===== config.mk =====
export PLATFORM = sky130hd
export DESIGN_NAME = chunked_seq_adder
export DESIGN_NICKNAME = d
export VERILOG_FILES = /design/src/rtl/chunked_seq_adder_pkg.sv /design/src/rtl/chunked_seq_adder_chunk_adder.sv /design/src/rtl/chunked_seq_adder.sv
export SDC_FILE = /design/constraint.sdc
export NUM_CORES = 1
export LEC_CHECK = 0
export ABC_AREA = 1
export BUFFER_PORTS_ARGS = -buffer_cell sky130_fd_sc_hd__buf_2
export CAP_MARGIN = 5
export CORE_MARGIN = 2
export CORE_UTILIZATION = 40
export DETAILED_ROUTE_END_ITERATION = 8
export PLACE_DENSITY = 0.73
export SLEW_MARGIN = 25
export SYNTH_ARGS = -nofsm -noshare
export SYNTH_HDL_FRONTEND = slang
export SYNTH_SLANG_ARGS = --single-unit

===== constraint.sdc =====
create_clock -name clk -period 4.91 [get_ports clk]
set_input_delay 0 -clock clk [delete_from_list [all_inputs] [get_ports clk]]
set_output_delay 0 -clock clk [all_outputs]
set_load 0.05 [all_outputs]

===== src/rtl/chunked_seq_adder_pkg.sv =====
// Shared definitions for the chunked sequential adder: FSM state encoding
// and the index-width helper used to size the chunk counter.
package chunked_seq_adder_pkg;

    typedef enum logic [1:0] {
        ST_IDLE = 2'd0,
        ST_BUSY = 2'd1,
        ST_DONE = 2'd2
    } state_t;

    // Ceiling log2, never below 1 so a single-chunk counter still has a bit.
    function automatic int clog2(input int value);
        int width;
        width = 0;
        while ((1 << width) < value) begin
            width++;
        end
        return (width < 1) ? 1 : width;
    endfunction

endpackage


===== src/rtl/chunked_seq_adder_chunk_adder.sv =====
// Combinational CHUNK-bit ripple adder built from single-bit full adders;
// also exposes the carry into the top bit for signed-overflow detection.
module addbit (
    input  logic a,
    input  logic b,
    input  logic cin,
    output logic sum,
    output logic cout
);

    assign sum  = a ^ b ^ cin;
    assign cout = (a & b) | (cin & (a ^ b));

endmodule

module chunk_adder #(
    parameter int CHUNK = 4
) (
    input  logic [CHUNK-1:0] a,
    input  logic [CHUNK-1:0] b,
    input  logic             cin,
    output logic [CHUNK-1:0] sum,
    output logic             cout,
    output logic             msb_cin
);

    logic [CHUNK:0] c;

    assign c[0] = cin;

    for (genvar i = 0; i < CHUNK; i++) begin : g_bit
        addbit u_bit (
            .a    (a[i]),
            .b    (b[i]),
            .cin  (c[i]),
            .sum  (sum[i]),
            .cout (c[i+1])
        );
    end

    assign cout    = c[CHUNK];
    assign msb_cin = c[CHUNK-1];

endmodule


===== src/rtl/chunked_seq_adder.sv =====
// Multi-cycle adder/subtractor: sums CHUNK bits per clock, LS chunk first,
// carrying between cycles, with valid/ready request and response handshakes.
module chunked_seq_adder
    import chunked_seq_adder_pkg::*;
#(
    parameter int WIDTH = 32,
    parameter int CHUNK = 4
) (
    input  logic             clk,
    input  logic             rst,
    input  logic             req_valid,
    output logic             req_ready,
    input  logic [WIDTH-1:0] a,
    input  logic [WIDTH-1:0] b,
    input  logic             ci,
    input  logic             sub,
    output logic             rsp_valid,
    input  logic             rsp_ready,
    output logic [WIDTH-1:0] result,
    output logic             carry,
    output logic             overflow
);

    localparam int NUM_CHUNKS = WIDTH / CHUNK;
    localparam int IDX_W      = clog2(NUM_CHUNKS);
    localparam logic [IDX_W-1:0] LAST_IDX = IDX_W'(NUM_CHUNKS - 1);

    state_t state, state_next;

    logic [IDX_W-1:0] idx;
    logic [WIDTH-1:0] a_r;
    logic [WIDTH-1:0] b_r;
    logic             c_r;

    logic [CHUNK-1:0] chunk_sum;
    logic             chunk_cout;
    logic             chunk_msb_cin;
    logic             accept;
    logic             last;

    assign accept = req_valid && req_ready;
    assign last   = (idx == LAST_IDX);

    chunk_adder #(
        .CHUNK (CHUNK)
    ) u_chunk (
        .a       (a_r[int'(idx)*CHUNK +: CHUNK]),
        .b       (b_r[int'(idx)*CHUNK +: CHUNK]),
        .cin     (c_r),
        .sum     (chunk_sum),
        .cout    (chunk_cout),
        .msb_cin (chunk_msb_cin)
    );

    always_ff @(posedge clk) begin
        if (rst) begin
            state <= ST_IDLE;
        end else begin
            state <= state_next;
        end
    end

    always_comb begin
        state_next = state;
        req_ready  = (state == ST_IDLE);
        rsp_valid  = (state == ST_DONE);
        case (state)
            ST_IDLE: if (req_valid)            state_next = ST_BUSY;
            ST_BUSY: if (last)                 state_next = ST_DONE;
            ST_DONE: if (rsp_ready)            state_next = ST_IDLE;
            default:                           state_next = ST_IDLE;
        endcase
    end

    // Subtraction is folded in at accept time: b is inverted and the carry-in
    // flipped, so the BUSY datapath only ever adds.
    always_ff @(posedge clk) begin
        if (rst) begin
            idx      <= '0;
            a_r      <= '0;
            b_r      <= '0;
            c_r      <= 1'b0;
            result   <= '0;
            carry    <= 1'b0;
            overflow <= 1'b0;
        end else if (accept) begin
            a_r <= a;
            b_r <= sub ? ~b : b;
            c_r <= ci ^ sub;
            idx <= '0;
        end else if (state == ST_BUSY) begin
            result[int'(idx)*CHUNK +: CHUNK] <= chunk_sum;
            c_r <= chunk_cout;
            if (last) begin
                carry    <= chunk_cout;
                overflow <= chunk_msb_cin ^ chunk_cout;
                idx      <= '0;
            end else begin
                idx <= idx + 1'b1;
            end
        end
    end

endmodule

==> flow_metrics.env, run 1 <==
export IMPL_status="finished, final reports clean"
export IMPL_post_place_cells=927
export IMPL_ctsResizeCount=0
export IMPL_vias=4794
export IMPL_clock_skew_ps=8.928
export IMPL_yosysUniqueCellTypes=30
export IMPL_rsz0062_at_grt="no"
export IMPL_root_buffer="clkbuf_16"
export IMPL_final_cells=1008
export IMPL_antenna_found_initial=0
export IMPL_drtIter0Drc=363
export IMPL_cts_clk_slew_worst_paths_ps=70
export IMPL_cp_arrival_ps=3610
export IMPL_cp_top_family="adder cells"
export IMPL_place_congestion=0.8649
export IMPL_cts_tree="yes"
export IMPL_rows=41
export IMPL_power_density_nw_per_um2=309.3
export IMPL_synth_area_leaders="dfxtp_1, nor2_1, o21ai_0, nand2_1, xnor2_1"
export IMPL_ctsLongestPathBuffers=2
export IMPL_antenna_left=0
export IMPL_path_cells="buf_4 > o21ai_0 > nand3_1 > nand2_1 > fa_1 > inv_1 > fa_1 > inv_1 > fa_1 > inv_1 > fa_1 > nand3_1 > nor2_1 > o21ai_0 > nor2_1"
export IMPL_grt_usage_pct=19.27
export IMPL_synth_async_reset_ratio_pct=0
export IMPL_place_area_um2=5608
export IMPL_r2r_setup_slack_ps=1540
export IMPL_vdd_drop_max_mv=0.2005
export IMPL_synth_seq_area_share_pct=40.71
export IMPL_dieHeight_um=117.1
export IMPL_totalWireLength_mm=12.94
export IMPL_avgRoutedWirePerCell_um=12.84
export IMPL_core_um2=12570
export IMPL_clock_sinks=104
export IMPL_slew_viol_final=0
export IMPL_worst_slew_pin_slew_ps=940.1
export IMPL_min_path_type="primary input to flip-flop"
export IMPL_r2r_end="result[31]"
export IMPL_maxCapViolations=0
export IMPL_synth_top_area_cell="dfxtp_1"
export IMPL_worst_path_max_fanout=43
export IMPL_io_buffers=105
export IMPL_synth_edf_count=0
export IMPL_final_setup_tns_ps=0
export IMPL_cp_num_cells=15
export IMPL_cts_buffers=9
export IMPL_place_hpwl_mm=8.713
export IMPL_grt_pass1_wl_mm=20.55
export IMPL_h_tree_depth=3
export IMPL_synth_most_common_cell="nor2_1"
export IMPL_utilization_pct=52.34
export IMPL_via_per_inst=4.756
export IMPL_gr_total_overflow=0
export IMPL_max_slew_margin_pct=37.10
export IMPL_required_ps=5150
export IMPL_first_global_vias=4410
export IMPL_cts_setup_buffers=0
export IMPL_holdBufCountCts=66
export IMPL_synth_warnings=0
export IMPL_timing_fmax_ghz=0.2968
export IMPL_crit_path_start_kind="flip-flop"
export IMPL_finalCritPeriodShare_pct=68.63
export IMPL_synth_commonest_cells="nor2_1, dfxtp_1, nand2_1, o21ai_0, inv_1"
export IMPL_syn_num_nets=771
export IMPL_design_area_um2=6579
export IMPL_period_minus_slack_ps=3370
export IMPL_synth_seq_cells=104
export IMPL_n_antenna_cell=0
export IMPL_synthCells=690
export IMPL_layout_nets=913
export IMPL_drtPass1Iterations=4
export IMPL_netlist_area_leader_share_pct=40.71
export IMPL_pin_count=106
export IMPL_die_area_um2=13700
export IMPL_cp_buffers_inverters=4
export IMPL_crit_top_cell="fa_1"
export IMPL_hold_viol_final=0
export IMPL_drive_gt1_share_pct=18.90
export IMPL_leakagePower_uw=0.002833
export IMPL_syn_area_um2=5114
export IMPL_final_setup_viol_count=0
export IMPL_slowest_stage="dfxtp_2"
export IMPL_synthFlopType="dfxtp_1"
export IMPL_worst_setup_path_type="flip-flop to flip-flop"
export IMPL_cp_end_kind="flip-flop"
export IMPL_die_w_um=117.1
export IMPL_grt_max_degree=84
export IMPL_avgSynthCellArea_um2=7.411
export IMPL_drc=0
export IMPL_worst_skew_pair_late_latency_ps=350
export IMPL_r2r_start="idx[0]"
export IMPL_crit_path_end="result[31]"
export IMPL_power_uw=2035
export IMPL_max_stage_delay_ps=480
export IMPL_start_util_pct=40.69
export IMPL_r2r_cells=15
export IMPL_crit_start="idx[0]"
export IMPL_area_delta_synth_final_pct=28.65
-- layer usage --
layer / up-vias / global-route usage, % / share of wire [%]
met5: - / 0 / 0
met4: 0 / 6.196 / 1.7
met3: 21 / 4.531 / 4.5
met2: 110 / 32.79 / 48
met1: 2152 / 24.22 / 46
li1: 2511 / - / -
-- cell usage in the layout (no fill, tap or decap) --
cell,synthesis,final
nor2_1,148,148
buf_2,23,105
dfxtp_1,104,103
nand2_1,89,88
o21ai_0,74,74
dlygate4sd3_1,0,66
inv_1,43,43
nand3_1,37,37
a21oi_1,35,35
xnor2_1,32,32
o21ai_1,13,13
nor2_2,9,9
o211ai_1,9,9
o22ai_1,9,9
clkbuf_16,0,9
nand2_2,6,7
o22ai_2,7,7
ha_1,7,7
nand4_1,5,5
inv_2,4,4
fa_1,4,4
a21oi_2,3,3
buf_4,4,3
inv_4,2,2
nor2_4,2,2
clkbuf_1,7,2
bufinv_16,0,2
nand2_4,1,1
nand3_4,1,1
and3_1,1,1
xor2_1,1,1
o21a_1,1,1
clkinv_4,0,1
inv_6,0,1
dfxtp_2,0,1
-- layout make-up --
type                            instances  area [µm²]
Clock buffer                           11       232.7
Clock inverter                          4       77.57
Fill cell                            1206        5989
Inverter                               49       188.9
Multi-Input combinational cell        494        2572
Sequential cell                       104        2083
Tap cell                              172       215.2
Timing Repair Buffer                  174        1209
-- how the worst min path moves through the flow --
stage	from	end	cells after the start
final	ci	c_r	4
after global placement	rst	overflow	2
after global routing	ci	c_r	4
after floorplan	rst	carry	1
after detailed placement	rst	state[1]	2
after CTS	ci	c_r	4
-- stage by stage --
step	worst slack (ps)	hold slack (ps)
floorplan	1902	69.07
global placement	1648	218.7
detailed placement	1598	220.6
CTS	1565	66.27
global route	1302	99.12
finish	1540	76.68
-- registers in the layout, summed over array words and instances (netlist names) --
signal	count
a_r	32
b_r	32
c_r	1
carry	1
idx	3
overflow	1
result	32
state	2
-- worst register-to-register path: stages (launching register included) --
cell and delay (ps):
dfxtp_2 480, buf_4 410, o21ai_0 180, nand3_1 100
nand2_1 70, fa_1 360, inv_1 80, fa_1 150
inv_1 50, fa_1 400, inv_1 100, fa_1 450
nand3_1 140, nor2_1 60, o21ai_0 170, nor2_1 60
-- logic make-up after synthesis --
group | after synthesis | synth area share (%)
and+or+nand+nor | 299 | 24.59
buffers and inverters | 92 | 9.029
DFF | 104 | 40.71
adders and majority gates | 11 | 3.279
AOI/OAI and AO/OA | 151 | 16.74
xor gates and xnor gates | 33 | 5.652
-- power breakdown --
part,switching [µW],internal (µW)
registers,27.5,893
clock network,312,447
logic,208,147
Note: power is estimated with default switching activity, not from simulation.
==> run 2: changes to the inputs <==
clock period = 3.35 ns   (was 4.91 ns; I/O delays follow)
==> run 2 against run 1 <==
  * Clock power grew 48%
  * Count of clock-buffer cells in the layout fell by 2
  * Non-clock buffer count grew 8
  * Die area unchanged
  * Core utilization is 0.54 points higher
  * Sequential power is 47% higher
  * Setup slack got worse by 1300 ps
  * First-iteration DRC count up 0.55%
  * Power rose by 48%
  * Global-route usage rose by 0.32 points
  * Sequential share of layout area fell by 0.28 points
  * Largest power group unchanged
==> flow_metrics.env, run 2 (synthesis results as in run 1) <==
export IMPL_r2r_start="idx[0]"
export IMPL_worst_path_max_fanout=17
export IMPL_final_setup_viol_count=0
export IMPL_cts_setup_buffers=0
export IMPL_path_cells="inv_2 > o21ai_0 > o211ai_1 > nand2_1 > fa_1 > inv_1 > fa_1 > inv_1 > fa_1 > inv_1 > fa_1 > nand3_1 > nor2_1 > o21ai_0 > nor2_1"
export IMPL_cts_tree="yes"
export IMPL_totalWireLength_mm=13.05
export IMPL_start_util_pct=40.69
export IMPL_root_buffer="clkbuf_16"
export IMPL_r2r_end="result[23]"
export IMPL_die_w_um=117.1
export IMPL_drive_gt1_share_pct=19.79
export IMPL_layout_nets=921
export IMPL_layout_commonest_cell="nor2_1"
export IMPL_grt_max_degree=64
export IMPL_multiInputGateArea_um2=2570
export IMPL_drtPass1Iterations=5
export IMPL_h_tree_depth=3
export IMPL_cp_top_family="adder cells"
export IMPL_antenna_left=0
export IMPL_crit_path_end="result[23]"
export IMPL_grt_pass1_wl_mm=20.95
export IMPL_top_regs="a_r: 32 flops, b_r: 32 flops, result: 32 flops"
export IMPL_cp_arrival_ps=3330
export IMPL_worst_slew_pin_slew_ps=981.0
export IMPL_max_slew_margin_pct=34.50
export IMPL_avgRoutedWirePerCell_um=12.84
export IMPL_crit_start="idx[0]"
export IMPL_cp_buffers_inverters=4
export IMPL_vias=4932
export IMPL_place_congestion=0.8651
export IMPL_crit_top_cell="fa_1"
export IMPL_drc=0
export IMPL_first_global_vias=4420
export IMPL_grt_usage_pct=19.59
export IMPL_worst_slack_ps=259.8
export IMPL_core_um2=12570
export IMPL_antenna_found_initial=0
export IMPL_io_buffers=105
export IMPL_cp_num_cells=15
export IMPL_register_area_um2=2086
export IMPL_final_cell_mix="nor2_1, buf_2, dfxtp_1"
export IMPL_cts_buffers=9
export IMPL_clock_sinks=104
export IMPL_vdd_drop_max_mv=0.4071
export IMPL_r2r_setup_slack_ps=260
export IMPL_hold_viol_final=0
export IMPL_utilization_pct=52.88
export IMPL_dieHeight_um=117.1
export IMPL_maxCapViolations=0
export IMPL_period_minus_slack_ps=3090
export IMPL_drtIter0Drc=365
export IMPL_status="finished, final reports clean"
export IMPL_min_path_type="primary input to flip-flop"
export IMPL_rows=41
export IMPL_ctsLongestPathBuffers=2
export IMPL_slew_viol_final=0
export IMPL_cts_clk_slew_worst_paths_ps=70
export IMPL_max_stage_delay_ps=460
export IMPL_pin_count=106
export IMPL_crit_path_start_kind="flip-flop"
export IMPL_finalCritPeriodShare_pct=92.25
export IMPL_cp_end_kind="flip-flop"
export IMPL_required_ps=3590
export IMPL_n_antenna_cell=0
export IMPL_power_density_nw_per_um2=451.9
export IMPL_r2r_cells=15
export IMPL_worst_setup_path_type="flip-flop to flip-flop"
export IMPL_place_hpwl_mm=9.024
export IMPL_slowest_stage="fa_1"
export IMPL_final_setup_tns_ps=0
export IMPL_timing_fmax_ghz=0.3236
export IMPL_worst_skew_pair_late_latency_ps=350
export IMPL_leakagePower_uw=0.002879
export IMPL_die_area_um2=13700
export IMPL_power_uw=3004
export IMPL_final_fill_count=1206
export IMPL_gr_total_overflow=0
export IMPL_clock_skew_ps=10.54
export IMPL_via_per_inst=4.854
export IMPL_area_delta_synth_final_pct=29.97
export IMPL_rsz0062_at_grt="no"
export IMPL_pre_cts_ws_ps=195.2
[run 2: routing by layer]
metal	part of all wire [%]	up-vias	global-route usage, %
li1	-	2528	-
met1	46	2238	26.37
met2	48	148	31.79
met3	4.2	18	3.656
met4	2.1	0	6.588
met5	0	-	0
[run 2: worst reg2reg max path: cells and delay by family (launching register included)]
family                     cells  cell delay, ps
AOI/OAI and AO/OA              3             410
adders and majority gates      4            1410
and+or+nand+nor                4             330
buffers and inverters          4             440
DFF                            1             400
[run 2: power by group]
group	leakage (µW)	internal (µW)	switching (µW)
Combinational	0.00187	221	310
Clock	0.000154	657	466
Sequential	0.000853	1310	40.7
Total	0.00288	2190	817
[run 2: stage by stage]
stage | hold WS [ps] | instances | cell area, µm²
floorplan | 69.07 | 690 | 5114
global placement | 222.6 | 935 | 5665
detailed placement | 225.9 | 935 | 5665
CTS | 54.86 | 1016 | 6644
global route | 110.4 | 1016 | 6646
finish | 52.32 | 1016 | 6646
[run 2: worst min path at each step]
| stage | from | to | slack, ps | cells after the start |
|---|---|---|---|---|
| floorplan | rst | carry | 70 | 1 |
| global placement | rst | state[1] | 220 | 2 |
| detailed placement | rst | state[1] | 230 | 2 |
| CTS | ci | c_r | 50 | 4 |
| global route | ci | c_r | 110 | 4 |
| finish | ci | c_r | 50 | 4 |
[run 2: final cells by class]
type                            instances  area share [%]
Clock buffer                            9           3.389
Clock inverter                          6           1.393
Inverter                               49           2.843
Multi-Input combinational cell        494           38.67
Sequential cell                       104           31.38
Tap cell                              172           3.238
Timing Repair Buffer                  182           19.09
[run 2: repair_timing]
action,4_1_cts,5_1_grt
gates resized for setup,0,2
setup endpoints to repair,0,3
hold buffers,66,0
endpoints found under the hold margin,67,0
